==> config.mk <==
export PLATFORM = sky130hd
export DESIGN_NAME = hdmi_audio_i2s_tx
export DESIGN_NICKNAME = d
export VERILOG_FILES = /design/src/rtl/hdmi_pkg.sv /design/src/rtl/hdmi_audio_fifo.sv /design/src/rtl/hdmi_audio_i2s_tx.sv
export SDC_FILE = /design/constraint.sdc
export NUM_CORES = 1
export LEC_CHECK = 0
export ABC_CLOCK_PERIOD_IN_PS = 3980
export CAP_MARGIN = 40
export CORE_MARGIN = 2
export CORE_UTILIZATION = 35
export DETAILED_ROUTE_END_ITERATION = 16
export GPL_TIMING_DRIVEN = 0
export PLACE_DENSITY = 0.56
export SLEW_MARGIN = 20
export SYNTH_ARGS = -nofsm -noshare
export SYNTH_HDL_FRONTEND = slang
export SYNTH_SLANG_ARGS = --single-unit
==> constraint.sdc <==
create_clock -name clk -period 3.98 [get_ports clk]
set_input_delay 0.796 -clock clk [delete_from_list [all_inputs] [get_ports clk]]
set_output_delay 0.796 -clock clk [all_outputs]
set_load 0.005 [all_outputs]
==> src/rtl/hdmi_pkg.sv <==
// Shared HDMI audio types: sample word, I2S slot size and channel encoding.
// The channel enum value doubles as the LRCLK level (0 = left, 1 = right).
package hdmi_pkg;

  localparam int I2S_SLOT_BITS = 16;

  typedef logic [15:0] audio_sample_t;

  typedef enum logic {
    LEFT  = 1'b0,
    RIGHT = 1'b1
  } i2s_chan_t;

  function automatic i2s_chan_t other_chan(input i2s_chan_t c);
    return (c == LEFT) ? RIGHT : LEFT;
  endfunction

endpackage

==> src/rtl/hdmi_audio_fifo.sv <==
// Synchronous sample FIFO with registered occupancy; pushes when full and pops
// when empty are ignored, so the caller may gate them or not.
module hdmi_audio_fifo #(
  parameter int WIDTH = 16,
  parameter int DEPTH = 8
) (
  input  logic                     clk,
  input  logic                     rst_n,
  input  logic                     push_i,
  input  logic [WIDTH-1:0]         wdata_i,
  input  logic                     pop_i,
  output logic [WIDTH-1:0]         rdata_o,
  output logic                     full_o,
  output logic                     empty_o,
  output logic [$clog2(DEPTH):0]   level_o
);

  localparam int AW = $clog2(DEPTH);
  localparam logic [AW:0] FULL_LVL = (AW+1)'(DEPTH);

  logic [WIDTH-1:0] mem_q [DEPTH];
  logic [AW-1:0]    wr_ptr_q, wr_ptr_d;
  logic [AW-1:0]    rd_ptr_q, rd_ptr_d;
  logic [AW:0]      level_q, level_d;
  logic             do_push, do_pop;

  assign full_o  = (level_q == FULL_LVL);
  assign empty_o = (level_q == '0);
  assign do_push = push_i & ~full_o;
  assign do_pop  = pop_i & ~empty_o;
  assign rdata_o = mem_q[rd_ptr_q];
  assign level_o = level_q;

  // Pointers wrap naturally because DEPTH is a power of two.
  always_comb begin
    wr_ptr_d = wr_ptr_q;
    rd_ptr_d = rd_ptr_q;
    level_d  = level_q;
    if (do_push) wr_ptr_d = wr_ptr_q + AW'(1);
    if (do_pop)  rd_ptr_d = rd_ptr_q + AW'(1);
    case ({do_push, do_pop})
      2'b10:   level_d = level_q + (AW+1)'(1);
      2'b01:   level_d = level_q - (AW+1)'(1);
      default: level_d = level_q;
    endcase
  end

  always_ff @(posedge clk or negedge rst_n) begin
    if (!rst_n) begin
      wr_ptr_q <= '0;
      rd_ptr_q <= '0;
      level_q  <= '0;
    end else begin
      wr_ptr_q <= wr_ptr_d;
      rd_ptr_q <= rd_ptr_d;
      level_q  <= level_d;
    end
  end

  always_ff @(posedge clk) begin
    if (do_push) mem_q[wr_ptr_q] <= wdata_i;
  end

endmodule

==> src/rtl/hdmi_audio_i2s_tx.sv <==
// HDMI audio output stage: buffers PCM samples and serializes them as I2S
// (SCLK/LRCLK/SD, MSB first, one-bit delay) for the ADV7511 audio input.
module hdmi_audio_i2s_tx
  import hdmi_pkg::*;
#(
  parameter int SAMPLE_WIDTH = 16,
  parameter int FIFO_DEPTH   = 8,
  parameter int SCLK_DIV     = 4
) (
  input  logic                          clk,
  input  logic                          rst_n,
  input  logic                          en,
  input  logic [SAMPLE_WIDTH-1:0]       in_data,
  input  logic                          in_valid,
  output logic                          in_rdy,
  output logic                          i2s_sclk,
  output logic                          i2s_lrclk,
  output logic                          i2s_sd,
  output logic [$clog2(FIFO_DEPTH):0]   fifo_level,
  output logic                          underrun
);

  localparam int DIV_W = (SCLK_DIV > 1) ? $clog2(SCLK_DIV) : 1;
  localparam int BIT_W = (SAMPLE_WIDTH > 1) ? $clog2(SAMPLE_WIDTH) : 1;
  localparam logic [DIV_W-1:0] DIV_LAST = DIV_W'(SCLK_DIV - 1);
  localparam logic [BIT_W-1:0] BIT_LAST = BIT_W'(SAMPLE_WIDTH - 1);

  logic [DIV_W-1:0]        div_cnt_q, div_cnt_d;
  logic [BIT_W-1:0]        bit_cnt_q, bit_cnt_d;
  logic [SAMPLE_WIDTH-1:0] shreg_q, shreg_d;
  logic                    sclk_q, sclk_d;
  i2s_chan_t               lrclk_q, lrclk_d;
  logic                    sd_q, sd_d;
  logic                    underrun_q, underrun_d;

  logic                    div_tc;
  logic                    fall_evt;
  logic                    pop;
  logic [SAMPLE_WIDTH-1:0] fifo_rdata;
  logic                    fifo_full, fifo_empty;

  // Input handshake: a sample transfers on any clk edge where in_valid and
  // in_rdy are both high; in_rdy depends only on the registered level, never
  // on in_valid or on a same-cycle pop.
  hdmi_audio_fifo #(
    .WIDTH (SAMPLE_WIDTH),
    .DEPTH (FIFO_DEPTH)
  ) u_fifo (
    .clk     (clk),
    .rst_n   (rst_n),
    .push_i  (in_valid),
    .wdata_i (in_data),
    .pop_i   (pop),
    .rdata_o (fifo_rdata),
    .full_o  (fifo_full),
    .empty_o (fifo_empty),
    .level_o (fifo_level)
  );

  assign in_rdy   = ~fifo_full;
  assign div_tc   = (div_cnt_q == DIV_LAST);
  assign fall_evt = en & div_tc & sclk_q;

  always_comb begin
    div_cnt_d  = div_cnt_q;
    bit_cnt_d  = bit_cnt_q;
    shreg_d    = shreg_q;
    sclk_d     = sclk_q;
    lrclk_d    = lrclk_q;
    sd_d       = sd_q;
    underrun_d = underrun_q;
    pop        = 1'b0;

    if (!en) begin
      div_cnt_d = '0;
      bit_cnt_d = BIT_LAST;
      shreg_d   = '0;
      sclk_d    = 1'b0;
      lrclk_d   = RIGHT;
      sd_d      = 1'b0;
    end else begin
      if (div_tc) begin
        div_cnt_d = '0;
        sclk_d    = ~sclk_q;
      end else begin
        div_cnt_d = div_cnt_q + DIV_W'(1);
      end

      // LRCLK flips on the same falling edge that shifts out the previous
      // word's LSB, so the new word's MSB lands one SCLK later.
      if (fall_evt) begin
        sd_d      = shreg_q[SAMPLE_WIDTH-1];
        shreg_d   = shreg_q << 1;
        bit_cnt_d = (bit_cnt_q == BIT_LAST) ? '0 : bit_cnt_q + BIT_W'(1);
        if (bit_cnt_q == BIT_LAST) begin
          lrclk_d = other_chan(lrclk_q);
          if (fifo_empty) begin
            shreg_d    = '0;
            underrun_d = 1'b1;
          end else begin
            shreg_d = fifo_rdata;
            pop     = 1'b1;
          end
        end
      end
    end
  end

  always_ff @(posedge clk or negedge rst_n) begin
    if (!rst_n) begin
      div_cnt_q  <= '0;
      bit_cnt_q  <= BIT_LAST;
      shreg_q    <= '0;
      sclk_q     <= 1'b0;
      lrclk_q    <= RIGHT;
      sd_q       <= 1'b0;
      underrun_q <= 1'b0;
    end else begin
      div_cnt_q  <= div_cnt_d;
      bit_cnt_q  <= bit_cnt_d;
      shreg_q    <= shreg_d;
      sclk_q     <= sclk_d;
      lrclk_q    <= lrclk_d;
      sd_q       <= sd_d;
      underrun_q <= underrun_d;
    end
  end

  assign i2s_sclk  = sclk_q;
  assign i2s_lrclk = logic'(lrclk_q);
  assign i2s_sd    = sd_q;
  assign underrun  = underrun_q;

endmodule

After elaboration in Yosys (flattened, before gate mapping)
Memory sizes are Yosys's and may differ from the RTL's.
Index checks and enable logic that the tools add are counted.

operators by class
  reductions and logical operators = 4
  eq/ne operators = 8
  bitwise gates (word level) = 7
  multiplexer cells = 24
  add/sub/neg operators = 6

operators with widths
  cell                                                                      count
  16-bit two-way mux                                                        4
  1-bit two-way mux                                                         14
  4-bit two-way mux                                                         3
  4-bit by 1-bit adder with 4-bit output (second input constant)            2
  4-bit equality test (second input constant)                               2
  4-bit one-hot mux with 2 select lines                                     1
  3-bit by 1-bit adder with 3-bit output (second input constant)            2
  2-bit by 1-bit inequality test with 1-bit output (second input constant)  3
  1-bit AND                                                                 4
  2-bit equality test (second input constant)                               2
  4-bit logical NOT                                                         1
  2-bit two-way mux                                                         2
  4-bit AND reduction                                                       1
  4-bit by 1-bit subtractor with 4-bit output (second input constant)       1
  1-bit inverter                                                            3
  2-bit by 1-bit adder with 2-bit output (second input constant)            1
  2-bit by 1-bit equality test with 1-bit output (second input constant)    1
  2-bit AND reduction                                                       1
  2-bit nonzero test                                                        1

storage, ports and cells
  RAM bits = 128
  register bits after elaboration = 36
  output and inout port bits = 9
  memories = 1

memory list
  memory        depth  width  read ports  clocked after memory_dff  write ports  line                   text
  u_fifo.mem_q  8      16     1           0                         1            hdmi_audio_fifo.sv:21  logic [WIDTH-1:0] mem_q [DEPTH];

Longest topological paths before layout
Gate-level depths: netlist (run 1).

  depth in word-level cells = 8
  gate-level depth with buffers = 12
  gate-level depth less buffers = 11

By module
A second synthesis (run 1) with hierarchy kept.

unflattened totals
  cells, all modules = 350
  area total of the unflattened synthesis = 6737.7 sq um

modules (own cells, without submodules)
  module             cells an instance  seq. area each (sq um)  area an instance (sq um)  instances
  hdmi_audio_fifo    253                4093.9                  5557.8                    1
  hdmi_audio_i2s_tx  97                 656.9                   1179.9                    1

Least setup slack after synthesis (run 1)
Ideal clock, no wire load.

  kind = in2reg
  start = input in_valid
  end = memory u_fifo.mem_q[0][0] (enable)
  required time = 3550 ps
  path slack = 1003 ps
  setup time = 430 ps
  data arrival time = 2546 ps
  buffers on the path = 0
  stages on the path = 2
  cell sequence = nand2_1 > nor4_1

between the ends
  word-level cells in the longest chain between the ends = 3

ends and longest elaborated chain
  element                                  line                     text
  start, declared                          hdmi_audio_i2s_tx.sv:14  input logic in_valid,
  1-bit AND                                hdmi_audio_fifo.sv:29    assign do_push = push_i & ~full_o;
  1-bit two-way mux                        hdmi_audio_fifo.sv:61    if (do_push) mem_q[wr_ptr_q] <= wdata_i;
  1-bit two-way mux (implied by the code)  hdmi_audio_fifo.sv:61
  end, declared                            hdmi_audio_fifo.sv:21

No other way between the ends.

Worst setup path after layout (run 1)
  start = input en
  end = register u_fifo.level_q[2], in the netlist u_fifo.level_o[2]

between the ends
  word-level cells in the longest chain between the ends = 7

ends and longest elaborated chain
  element                                                                                line                     text
  start, declared                                                                        hdmi_audio_i2s_tx.sv:12  input logic en,
  1-bit AND (2 in series)                                                                hdmi_audio_i2s_tx.sv:62  assign fall_evt = en & div_tc & sclk_q;
  1-bit two-way mux                                                                      hdmi_audio_i2s_tx.sv:91  if (fall_evt) begin
  1-bit two-way mux (*)                                                                  hdmi_audio_i2s_tx.sv:74  if (!en) begin
  1-bit AND (*)                                                                          hdmi_audio_fifo.sv:30    assign do_pop = pop_i & ~empty_o;
  named net u_fifo.do_pop                                                                hdmi_audio_fifo.sv:25    logic do_push, do_pop;
  2-bit by 1-bit equality test with 1-bit output or 2-bit equality test (tied branches)  hdmi_audio_fifo.sv:41    case ({do_push, do_pop})
  4-bit one-hot mux with 2 select lines or 2-bit nonzero test (tied branches)            -
  end signal, assigned                                                                   hdmi_audio_fifo.sv:56    level_q <= level_d;
  end, declared                                                                          hdmi_audio_fifo.sv:24    logic [AW:0] level_q, level_d;

The timed path passes the listed nets; every way through them passes the cells marked *.
A chain may end at the register's enable or synchronous reset.

==> results.txt, run 1 <==
H-Tree Level Count -> 4
Cell taking the most area after synthesis -> edfxtp_1
Synthesized-area fraction occupied by ao, oa, aoi and oai cells -> 0.03740
Data arrival at the endpoint of the critical path -> 3.11 ns
Register bit total from synthesis -> 164
Avg Cell Area, Syn -> 19.14 um^2
Power density over cell area -> 568.8 nW/um^2
Nets in the synthesized netlist -> 366
Total Routed Length -> 12,220 um
Starting density of the core -> 0.3588
Area fraction in and, or, nand and nor cells after synthesis -> 0.03837
Element type at the critical path end -> register
Starting DRT DRC Count -> 292
Number of search-and-repair iterations in the first detailed-routing pass -> 6
GRT Overall Usage -> 0.1322
Final Critical Period -> 2.806 ns
Detail-routed via count per cell -> 4.955
Worst setup SP type -> input port
Area growth from synthesis to final layout -> 20.71%
Post-synthesis cell area -> 6490 um^2
Clock insertion delay at the later pin of the skew report -> 0.43 ns
# diodes -> 0
CP max stage cell -> clkdlybuf4s50_1
Combined buffer and inverter count along the critical path -> 3
Cell area after placement -> 7217 um^2
Reported leakage power -> 2.684 nW
Period utilisation layout -> 0.7049
Clock sinks -> 164
# rows -> 49
Slew margin rel. -> 0.5066
Classification of the worst setup path -> in2reg
Top flip-flop cell by instance count after synthesis -> edfxtp_1
Status -> finished clean
Dominant combinational cell family by area after synthesis -> multiplexers
Root Driver -> clkbuf_16
Design Area, Final -> 7834 um^2
Total vias in the final route -> 3,186
Pin count of the biggest net entering global routing -> 32
Post-Synth XOR/XNOR Area -> 0.01870
Number of setup buffers added after CTS -> 0
Most repeated library cell on the critical path -> xor2_1
Ratio of cells with drive above 1 in the final layout -> 0.2729
Post-synthesis async set-or-reset flop share -> 0.2195
Top post-synthesis cells by area -> edfxtp_1 (59%), dfrtp_1 (12%), mux4_2 (10%), mux2i_1 (2.5%), dfstp_2 (2.0%)
Routed wire length per instance -> 19.01 um
CTS resizes -> 0
Via count of the first global-routing pass -> 3,371
Count of port buffers added during placement -> 28
Number of hold buffers added after cts -> 0
Worst Path Max Fanout -> 10
Setup_tns -> 0 ns
Largest stage delay on the critical path -> 0.50 ns
Final Net Count -> 428
Number of distinct library cell variants in the gate-level netlist after synthesis -> 40
Worst IR Drop VDD -> 314.5 uV
Number of hold violations in the final report -> 0
RSZ-0062 raised after global routing -> no
Number of max-slew violations in the final report -> 0
Yosys warns -> 0
Type of the tightest min-delay check -> in2async
Worst reg2reg path depth -> 12
Final weighted congestion in routability-driven placement -> 0.7207
Number of top-level pins -> 29
Maximum clock path buffer count -> 2
Antenna-violating nets left -> 0
Number of buffers created by CTS -> 17
Area share of fa/ha/maj cells after synthesis -> 0.01350
Worst EP required -> 4.29 ns
Area share of the largest cell type after synthesis -> 0.5922
Gate family responsible for the most delay along the worst path -> buffers and inverters
Mux cell area share after synthesis -> 0.1409
Total die area -> 19,650 um^2
Antenna violations before repair -> 0
Worst Max-Slew Pin Slew -> 0.7341 ns
GRT overflow -> 0
Total DRC errors in the routed layout -> 0
TritonCTS clock tree -> yes
Total half-perimeter wirelength after legalization and detailed placement -> 8339 um
CTS clock-pin slew for the worst setup and hold paths -> 0.07 ns
Core ar. -> 18,090 um^2
Sequential-to-total area share from yosys stat -> 0.7320
Number of max-cap violations -> 0
CP cell instances -> clkdlybuf4s50_1 -> nand3_2 -> or3_1 -> buf_6 -> inv_2 -> ha_1 -> xor2_1 -> ha_1 -> a21oi_1 -> xor2_1 -> nor2_1 -> xor2_1
Die width -> 140.2 um
Final Setup Violations -> 0
Global-route wire length before repair -> 19,110 um
Post-synth EDFFs -> 128
Die Ht -> 140.2 um
Fmax achieved -> 356.4 MHz
Synthesized netlist cell count -> 339
Clock tree skew after final layout -> 0.009190 ns
Total stage count of the critical path -> 12
placed cells by master (no fill, tap or decap), drive strengths merged:
master | Yosys | layout
nor3b | 1 | 1
nor4 | 2 | 2
and2 | 4 | 4
a21oi | 3 | 3
o32ai | 1 | 1
nand2 | 18 | 18
nor2b | 3 | 3
dfrtp | 31 | 31
clkinvlp | 0 | 2
nor3 | 5 | 5
clkdlybuf4s50 | 0 | 27
nand3 | 5 | 5
nor2 | 5 | 5
nand2b | 2 | 2
dfstp | 5 | 5
mux4 | 32 | 32
edfxtp | 128 | 128
inv | 1 | 10
a21o | 1 | 1
nand4 | 1 | 1
a21boi | 1 | 1
o21ai | 17 | 17
xnor2 | 6 | 6
buf | 14 | 30
a22oi | 15 | 15
mux2 | 2 | 2
mux2i | 16 | 16
clkbuf | 2 | 19
a31oi | 1 | 1
clkinv | 0 | 2
bufinv | 0 | 2
ha | 7 | 7
or3 | 2 | 2
xor2 | 7 | 7
and2b | 1 | 1
cell families after synthesis:
family                   Yosys count
buffers and inverters             17
AO/OA/AOI/OAI                     39
AND/OR/NAND/NOR                   49
XOR/XNOR                          13
flip-flops                       164
multiplexers                      50
adder cells (fa/ha/maj)            7
where the power goes:
group	switching, mW	total [mW]	internal, mW
clock network	0.719	1.67	0.952
logic	0.316	0.573	0.257
registers	0.113	2.21	2.10
total	1.15	4.46	3.31
area by class of cell:
class / instances / area, um^2
multi-input cells: 158 / 1654
repair buffers: 43 / 409.1
plain buffers: 16 / 120.1
flip-flops and latches: 164 / 4751
clock buffers: 17 / 425.4
clock inverters: 15 / 183.9
inverters: 1 / 3.754
fillers: 1558 / 10250
well taps: 229 / 286.5
path summary, 6_finish.rpt:
kind	startpoint	end	slack, ns
max	en	u_fifo.level_o[2]	1.17
min	rst_n	u_fifo.wr_ptr_q[1]	0.20
max reg2reg	bit_cnt_q[0]	u_fifo.level_o[2]	1.33
min reg2reg	div_cnt_q[0]	div_cnt_q[0]	0.44
max in group asynchronous	rst_n	bit_cnt_q[0]	3.31
min in group clk	div_cnt_q[0]	div_cnt_q[0]	0.44
metal layers:
layer	GRT usage	share of wire	up-vias
met5	0	0	-
li1	-	-	1475
met4	0.04838	0.016	0
met2	0.2064	0.47	60
met1	0.1780	0.48	1635
met3	0.03761	0.033	16
Yosys cell counts (2+ instances only):
cell type / instances
mux4_2: 29
a21oi_1: 3
nor3_1: 5
mux2i_1: 16
o21ai_1: 16
a22oi_1: 15
xnor2_1: 5
mux2_2: 2
nor2_1: 5
mux4_1: 3
or3_1: 2
and2_1: 3
nor2b_1: 3
dfrtp_1: 31
buf_6: 5
dfstp_2: 5
nand2_1: 17
nand3_1: 4
nor4_1: 2
edfxtp_1: 128
nand2b_1: 2
buf_2: 8
xor2_1: 7
ha_1: 7
flip-flops by register name (all words and copies together) (netlist names):
signal	count
bit_cnt_q	4
div_cnt_q	2
i2s_lrclk	1
i2s_sclk	1
i2s_sd	1
shreg_q	16
u_fifo.level_o	4
u_fifo.mem_q	128
u_fifo.rd_ptr_q	3
u_fifo.wr_ptr_q	3
underrun	1
stage by stage:
step	util	power [mW]	hold slack, ns	setup WS [ns]	std cells
final	0.4331	4.456	0.2000	1.174	643
after global routing	0.4331	4.632	0.1912	1.034	643
after CTS	0.4327	4.505	0.1823	1.186	642
after detailed placement	0.3990	2.833	0.4420	0.7549	610
after global placement	0.3902	2.747	0.4282	-1.187	596
after floorplan	-	2.519	0.4156	1.003	339
Note: power is estimated with default switching activity, not from simulation.
==> inputs of run 2 (changes only) <==
--- a/config.mk
+++ b/config.mk
@@ -5,13 +5,13 @@
 export SDC_FILE = /design/constraint.sdc
 export NUM_CORES = 1
 export LEC_CHECK = 0
-export ABC_CLOCK_PERIOD_IN_PS = 3980
+export ABC_CLOCK_PERIOD_IN_PS = 2500
 export CAP_MARGIN = 40
 export CORE_MARGIN = 2
 export CORE_UTILIZATION = 35
 export DETAILED_ROUTE_END_ITERATION = 16
 export GPL_TIMING_DRIVEN = 0
-export PLACE_DENSITY = 0.56
+export PLACE_DENSITY = 0.58
 export SLEW_MARGIN = 20
 export SYNTH_ARGS = -nofsm -noshare
 export SYNTH_HDL_FRONTEND = slang
==> constraint.sdc (replaced) <==
create_clock -name clk -period 2.5 [get_ports clk]
set_input_delay 0.5 -clock clk [delete_from_list [all_inputs] [get_ports clk]]
set_output_delay 0.5 -clock clk [all_outputs]
set_load 0.005 [all_outputs]
==> run 2 against run 1 <==
Effect of this change:
- the flow now finishes with violations (design-rule violations)
- die area stayed put
- routed wire length is 1.8% higher
- first-iteration DRC count is 22% lower
- worst setup slack worse by 1.0 ns
- non-clock buffer count is 1 higher
- combinational power is 67% higher
- clock skew is 0.0018 ns lower
- worst hold slack better by 0.24 ns
- clock power is 50% higher
- power is 57% higher
- core utilization is 0.37 points higher
==> results.txt, run 2 (synthesis gave the netlist of run 1 again) <==
Total Routed Length -> 12,440 um
Number of buffers created by CTS -> 17
Starting DRT DRC Count -> 229
Register with the highest flop count -> u_fifo.mem_q
Cell area after placement -> 7222 um^2
Biggest regs -> u_fifo.mem_q (128), shreg_q (16)
Worst IR Drop VDD -> 460.8 uV
Total DRC errors in the routed layout -> 4
Antenna violations before repair -> 0
# diodes -> 0
Classification of the worst setup path -> reg2reg
Antenna-violating nets left -> 0
Leading cell type in the layout, fill and taps excluded -> edfxtp_1
Die width -> 140.2 um
Clock insertion delay at the later pin of the skew report -> 0.41 ns
GRT overflow -> 0
Final Setup Violations -> 0
Worst Path Max Fanout -> 4
Area growth from synthesis to final layout -> 21.73%
# rows -> 49
Number of search-and-repair iterations in the first detailed-routing pass -> 13
Clock tree skew after final layout -> 0.007395 ns
Element type at the critical path end -> register
Final Critical Period -> 2.360 ns
Most used cells in the layout excluding fill and tap cells -> edfxtp_1 (128), dfrtp_1 (31), mux4_2 (29), clkdlybuf4s50_1 (27), clkbuf_16 (17)
Core ar. -> 18,090 um^2
CTS clock-pin slew for the worst setup and hold paths -> 0.06 ns
Starting density of the core -> 0.3588
Worst EP required -> 2.84 ns
Total vias in the final route -> 3,215
Pin count of the biggest net entering global routing -> 32
Number of hold violations in the final report -> 0
Total half-perimeter wirelength after legalization and detailed placement -> 8236 um
Detail-routed via count per cell -> 5.000
Number of max-slew violations in the final report -> 0
Violations in the final reports -> design-rule violations
Routed wire length per instance -> 19.35 um
Global-route wire length before repair -> 19,290 um
Slew margin rel. -> 0.5521
Power density over cell area -> 886.0 nW/um^2
Global routing met2 resource utilization -> 0.2270
Die Ht -> 140.2 um
Number of cells in the design after placement -> 607
Maximum clock path buffer count -> 2
Number of top-level pins -> 29
Clock sinks -> 164
Root Driver -> clkbuf_16
Number of max-cap violations -> 0
Design Area, Final -> 7900 um^2
Met3 usage in global routing -> 0.03316
DP Worst Slack -> -0.4147 ns
H-Tree Level Count -> 4
RSZ-0062 raised after global routing -> yes
Worst reg2reg setup slack -> 0.14 ns
Reported leakage power -> 2.670 nW
Total die area -> 19,650 um^2
Period utilisation layout -> 0.9439
Count of port buffers added during placement -> 28
Data arrival at the endpoint of the critical path -> 2.70 ns
Total Power Consumption -> 6.999 mW
Via count of the first global-routing pass -> 3,365
Non-filler cells in the finished layout -> 643
Final setup slack of the worst path -> 0.1402 ns
Final Net Count -> 429
Utilization of the core after routing -> 0.4368
Final weighted congestion in routability-driven placement -> 0.7360
Worst Max-Slew Pin Slew -> 0.6703 ns
Type of the tightest min-delay check -> reg2reg
TritonCTS clock tree -> yes
Fmax achieved -> 423.8 MHz
Max FFs per register -> 128
Busiest layer in global routing -> met2
Status -> complete, but fails checks
Met1 demand-to-capacity share in global routing -> 0.1731
GRT Overall Usage -> 0.1343
Worst setup SP type -> register
Ratio of cells with drive above 1 in the final layout -> 0.2850
[run 2: layout make-up]
type                            instances  area [um^2]
Sequential cell                       164         4751
Tap cell                              229        286.5
Multi-Input combinational cell        158         1740
Timing Repair Buffer                   45        440.4
Fill cell                            1579        10190
Clock inverter                         11        127.6
Buffer                                 15        108.9
Inverter                                1        8.758
Clock buffer                           20        436.7
[run 2: path summary, 6_finish.rpt]
check	from	endpoint	cells after the start
min reg2reg	div_cnt_q[0]	div_cnt_q[0]	1
min in group asynchronous	rst_n	u_fifo.wr_ptr_q[1]	2
min	div_cnt_q[0]	div_cnt_q[0]	1
max in group asynchronous	rst_n	bit_cnt_q[2]	3
max	bit_cnt_q[1]	u_fifo.level_o[2]	11
max reg2reg	bit_cnt_q[1]	u_fifo.level_o[2]	11
[run 2: metrics by stage]
stage	hold WS (ns)	setup TNS, ns
6_report	0.4403	0
5_1_grt	0.4601	-0.01218
4_1_cts	0.4399	-0.01280
3_5_place_dp	0.3458	-2.659
3_3_place_gp	0.4280	-146.95
2_1_floorplan	0.2044	0
[run 2: critical path, stage by stage (launching register included)]
cell,delay (ns)
dfstp_2,0.57
ha_4,0.16
nand3_4,0.06
or3_4,0.42
inv_6,0.10
ha_4,0.16
xor2_1,0.15
ha_2,0.19
a21oi_2,0.04
xor2_1,0.17
nor2_1,0.13
xor2_1,0.15
[run 2: report_power, final]
part | total (mW) | leakage [nW] | internal (mW) | switching, mW
Clock | 2.51 | 0.269 | 1.47 | 1.03
Combinational | 0.959 | 0.771 | 0.431 | 0.528
Sequential | 3.53 | 1.63 | 3.34 | 0.194
[run 2: repair_timing]
item	in CTS	in global routing
endpoints found under the setup margin	3	12
resized for setup	6	9
hold buffers	1	0
hold endpoints to repair	5	0
pin swaps	0	6
buffers inserted	0	5
gates cloned	0	0
[run 2: metal layers]
| layer | wire (um) | share of wire |
|---|---|---|
| met5 | 0 | 0 |
| met4 | 148 | 0.012 |
| met3 | 343 | 0.028 |
| met2 | 6351 | 0.51 |
| met1 | 5597 | 0.45 |
==> inputs of run 3 (changes only) <==
--- a/config.mk
+++ b/config.mk
@@ -7,11 +7,13 @@
 export LEC_CHECK = 0
 export ABC_CLOCK_PERIOD_IN_PS = 2500
 export CAP_MARGIN = 40
+export CELL_PAD_IN_SITES_DETAIL_PLACEMENT = 0
+export CELL_PAD_IN_SITES_GLOBAL_PLACEMENT = 2
 export CORE_MARGIN = 2
 export CORE_UTILIZATION = 35
 export DETAILED_ROUTE_END_ITERATION = 16
 export GPL_TIMING_DRIVEN = 0
-export PLACE_DENSITY = 0.58
+export PLACE_DENSITY = 0.7
 export SLEW_MARGIN = 20
 export SYNTH_ARGS = -nofsm -noshare
 export SYNTH_HDL_FRONTEND = slang
==> run 3 against run 2 <==
Effect of this change:
- the flow still finishes with violations (design-rule violations)
- final cell count increased by 0.47%
- die area unchanged
- global-route usage grew 0.57 points
==> results.txt, run 3 (synthesis gave the netlist of run 1 again) <==
Layout filler cell count -> 1,559
Antenna-violating nets left -> 0
Fmax achieved -> 413.8 MHz
Count of port buffers added during placement -> 28
Biggest regs -> u_fifo.mem_q (128), shreg_q (16)
Die width -> 140.2 um
Number of top-level pins -> 29
Number of hold violations in the final report -> 0
Number of buffers created by CTS -> 17
Worst Max-Slew Pin Slew -> 0.6435 ns
Worst setup SP type -> register
Period utilisation layout -> 0.9666
Global routing met2 resource utilization -> 0.2417
Classification of the worst setup path -> reg2reg
Final Critical Period -> 2.416 ns
H-Tree Level Count -> 4
Final setup slack of the worst path -> 0.08356 ns
Most used cells in the layout excluding fill and tap cells -> edfxtp_1 (128), dfrtp_1 (31), mux4_2 (29), clkdlybuf4s50_1 (27), clkbuf_16 (17)
Data arrival at the endpoint of the critical path -> 2.72 ns
Core ar. -> 18,090 um^2
Total Power Consumption -> 7.110 mW
Starting DRT DRC Count -> 176
Antenna violations before repair -> 0
Slew margin rel. -> 0.5706
Element type at the critical path end -> register
Total Routed Length -> 12,630 um
Met3 usage in global routing -> 0.03077
Maximum clock path buffer count -> 2
Final weighted congestion in routability-driven placement -> 0.7058
Leading cell type in the layout, fill and taps excluded -> edfxtp_1
Number of cells in the design after placement -> 609
Type of the tightest min-delay check -> reg2reg
Total vias in the final route -> 3,220
Worst EP required -> 2.80 ns
Number of max-cap violations -> 0
Status -> complete, but fails checks
Worst Path Max Fanout -> 10
Non-filler cells in the finished layout -> 646
Total half-perimeter wirelength after legalization and detailed placement -> 8619 um
Global-route wire length before repair -> 20,150 um
Clock insertion delay at the later pin of the skew report -> 0.42 ns
GRT Overall Usage -> 0.1400
RSZ-0062 raised after global routing -> yes
Clock sinks -> 164
Busiest layer in global routing -> met2
Ratio of cells with drive above 1 in the final layout -> 0.2974
Footprint of the multi-input gates -> 1718 um^2
Area growth from synthesis to final layout -> 22.29%
Clock tree skew after final layout -> 0.008117 ns
Die Ht -> 140.2 um
Final Net Count -> 431
Total die area -> 19,650 um^2
TritonCTS clock tree -> yes
Routed wire length per instance -> 19.54 um
Register with the highest flop count -> u_fifo.mem_q
Met1 demand-to-capacity share in global routing -> 0.1719
Number of search-and-repair iterations in the first detailed-routing pass -> 12
Pin count of the biggest net entering global routing -> 30
Violations in the final reports -> design-rule violations
GRT overflow -> 0
# diodes -> 0
CTS clock-pin slew for the worst setup and hold paths -> 0.07 ns
Final Setup Violations -> 0
Design Area, Final -> 7936 um^2
Detail-routed via count per cell -> 4.985
Worst IR Drop VDD -> 495.7 uV
Via count of the first global-routing pass -> 3,521
Max FFs per register -> 128
Total DRC errors in the routed layout -> 1
Reported leakage power -> 2.708 nW
Power density over cell area -> 895.9 nW/um^2
# rows -> 49
Number of max-slew violations in the final report -> 0
Cell area after placement -> 7234 um^2
Sequential cell area -> 4751 um^2
Starting density of the core -> 0.3588
Root Driver -> clkbuf_16
DP Worst Slack -> -0.4059 ns
-- run 3: cell count changes in the layout (fill, tap and decap cells not counted), sizes merged --
| cell | change |
|---|---|
| buf | +2 |
| clkbuf | -3 |
| clkinv | +2 |
| clkinvlp | -1 |
| inv | +3 |
-- run 3: per-layer routing --
| layer | wire length, um | vias up |
|---|---|---|
| met5 | 0 | - |
| met4 | 167 | 0 |
| met3 | 335 | 12 |
| met2 | 6518 | 45 |
| met1 | 5604 | 1673 |
| li1 | - | 1490 |
-- run 3: worst max-delay path, stage by stage (launching register included) --
cell	delay, ns
dfstp_2	0.57
ha_4	0.15
nand3_2	0.08
or3_4	0.37
buf_6	0.16
inv_6	0.08
ha_4	0.16
xor2_1	0.07
ha_1	0.20
a21oi_2	0.11
xor2_1	0.15
nor2_1	0.06
xor2_1	0.13
-- run 3: what timing repair did --
item	CTS	global route
endpoints found under the hold margin	7	0
hold buffers	1	0
setup endpoints to repair	3	12
setup buffers	0	4
resized for setup	7	7
pin swaps	0	2
-- run 3: path summary, 6_finish.rpt --
kind	from	endpoint	slack, ns	depth (start not counted)
max	bit_cnt_q[0]	u_fifo.level_o[2]	0.08	12
max in group asynchronous	rst_n	bit_cnt_q[0]	1.54	3
min	div_cnt_q[0]	div_cnt_q[0]	0.45	1
min reg2reg	div_cnt_q[0]	div_cnt_q[0]	0.45	1
min in group asynchronous	rst_n	u_fifo.level_o[3]	0.47	2
max reg2reg	bit_cnt_q[0]	u_fifo.level_o[2]	0.08	12
-- run 3: cell type report --
| class | instances | share of cell area |
|---|---|---|
| flip-flops and latches | 164 | 0.5986 |
| multi-input cells | 158 | 0.2165 |
| repair buffers | 46 | 0.05739 |
| clock buffers | 17 | 0.05360 |
| well taps | 229 | 0.03610 |
| clock inverters | 15 | 0.02160 |
| plain buffers | 16 | 0.01513 |
| inverters | 1 | 0.001104 |
-- run 3: where the power goes --
part / leakage, nW / total (mW) / internal [mW] / switching (mW)
logic: 0.787 / 0.947 / 0.434 / 0.513
registers: 1.63 / 3.54 / 3.34 / 0.198
clock network: 0.292 / 2.63 / 1.50 / 1.12
-- run 3: stage by stage --
| stage | TNS [ns] | util | hold slack [ns] |
|---|---|---|---|
| after floorplan | 0 | - | 0.2044 |
| after global placement | -141.79 | 0.3905 | 0.4275 |
| after detailed placement | -2.240 | 0.4000 | 0.3688 |
| after CTS | -0.002239 | 0.4354 | 0.4539 |
| after global routing | -0.04948 | 0.4388 | 0.4836 |
| final | 0 | 0.4388 | 0.4486 |
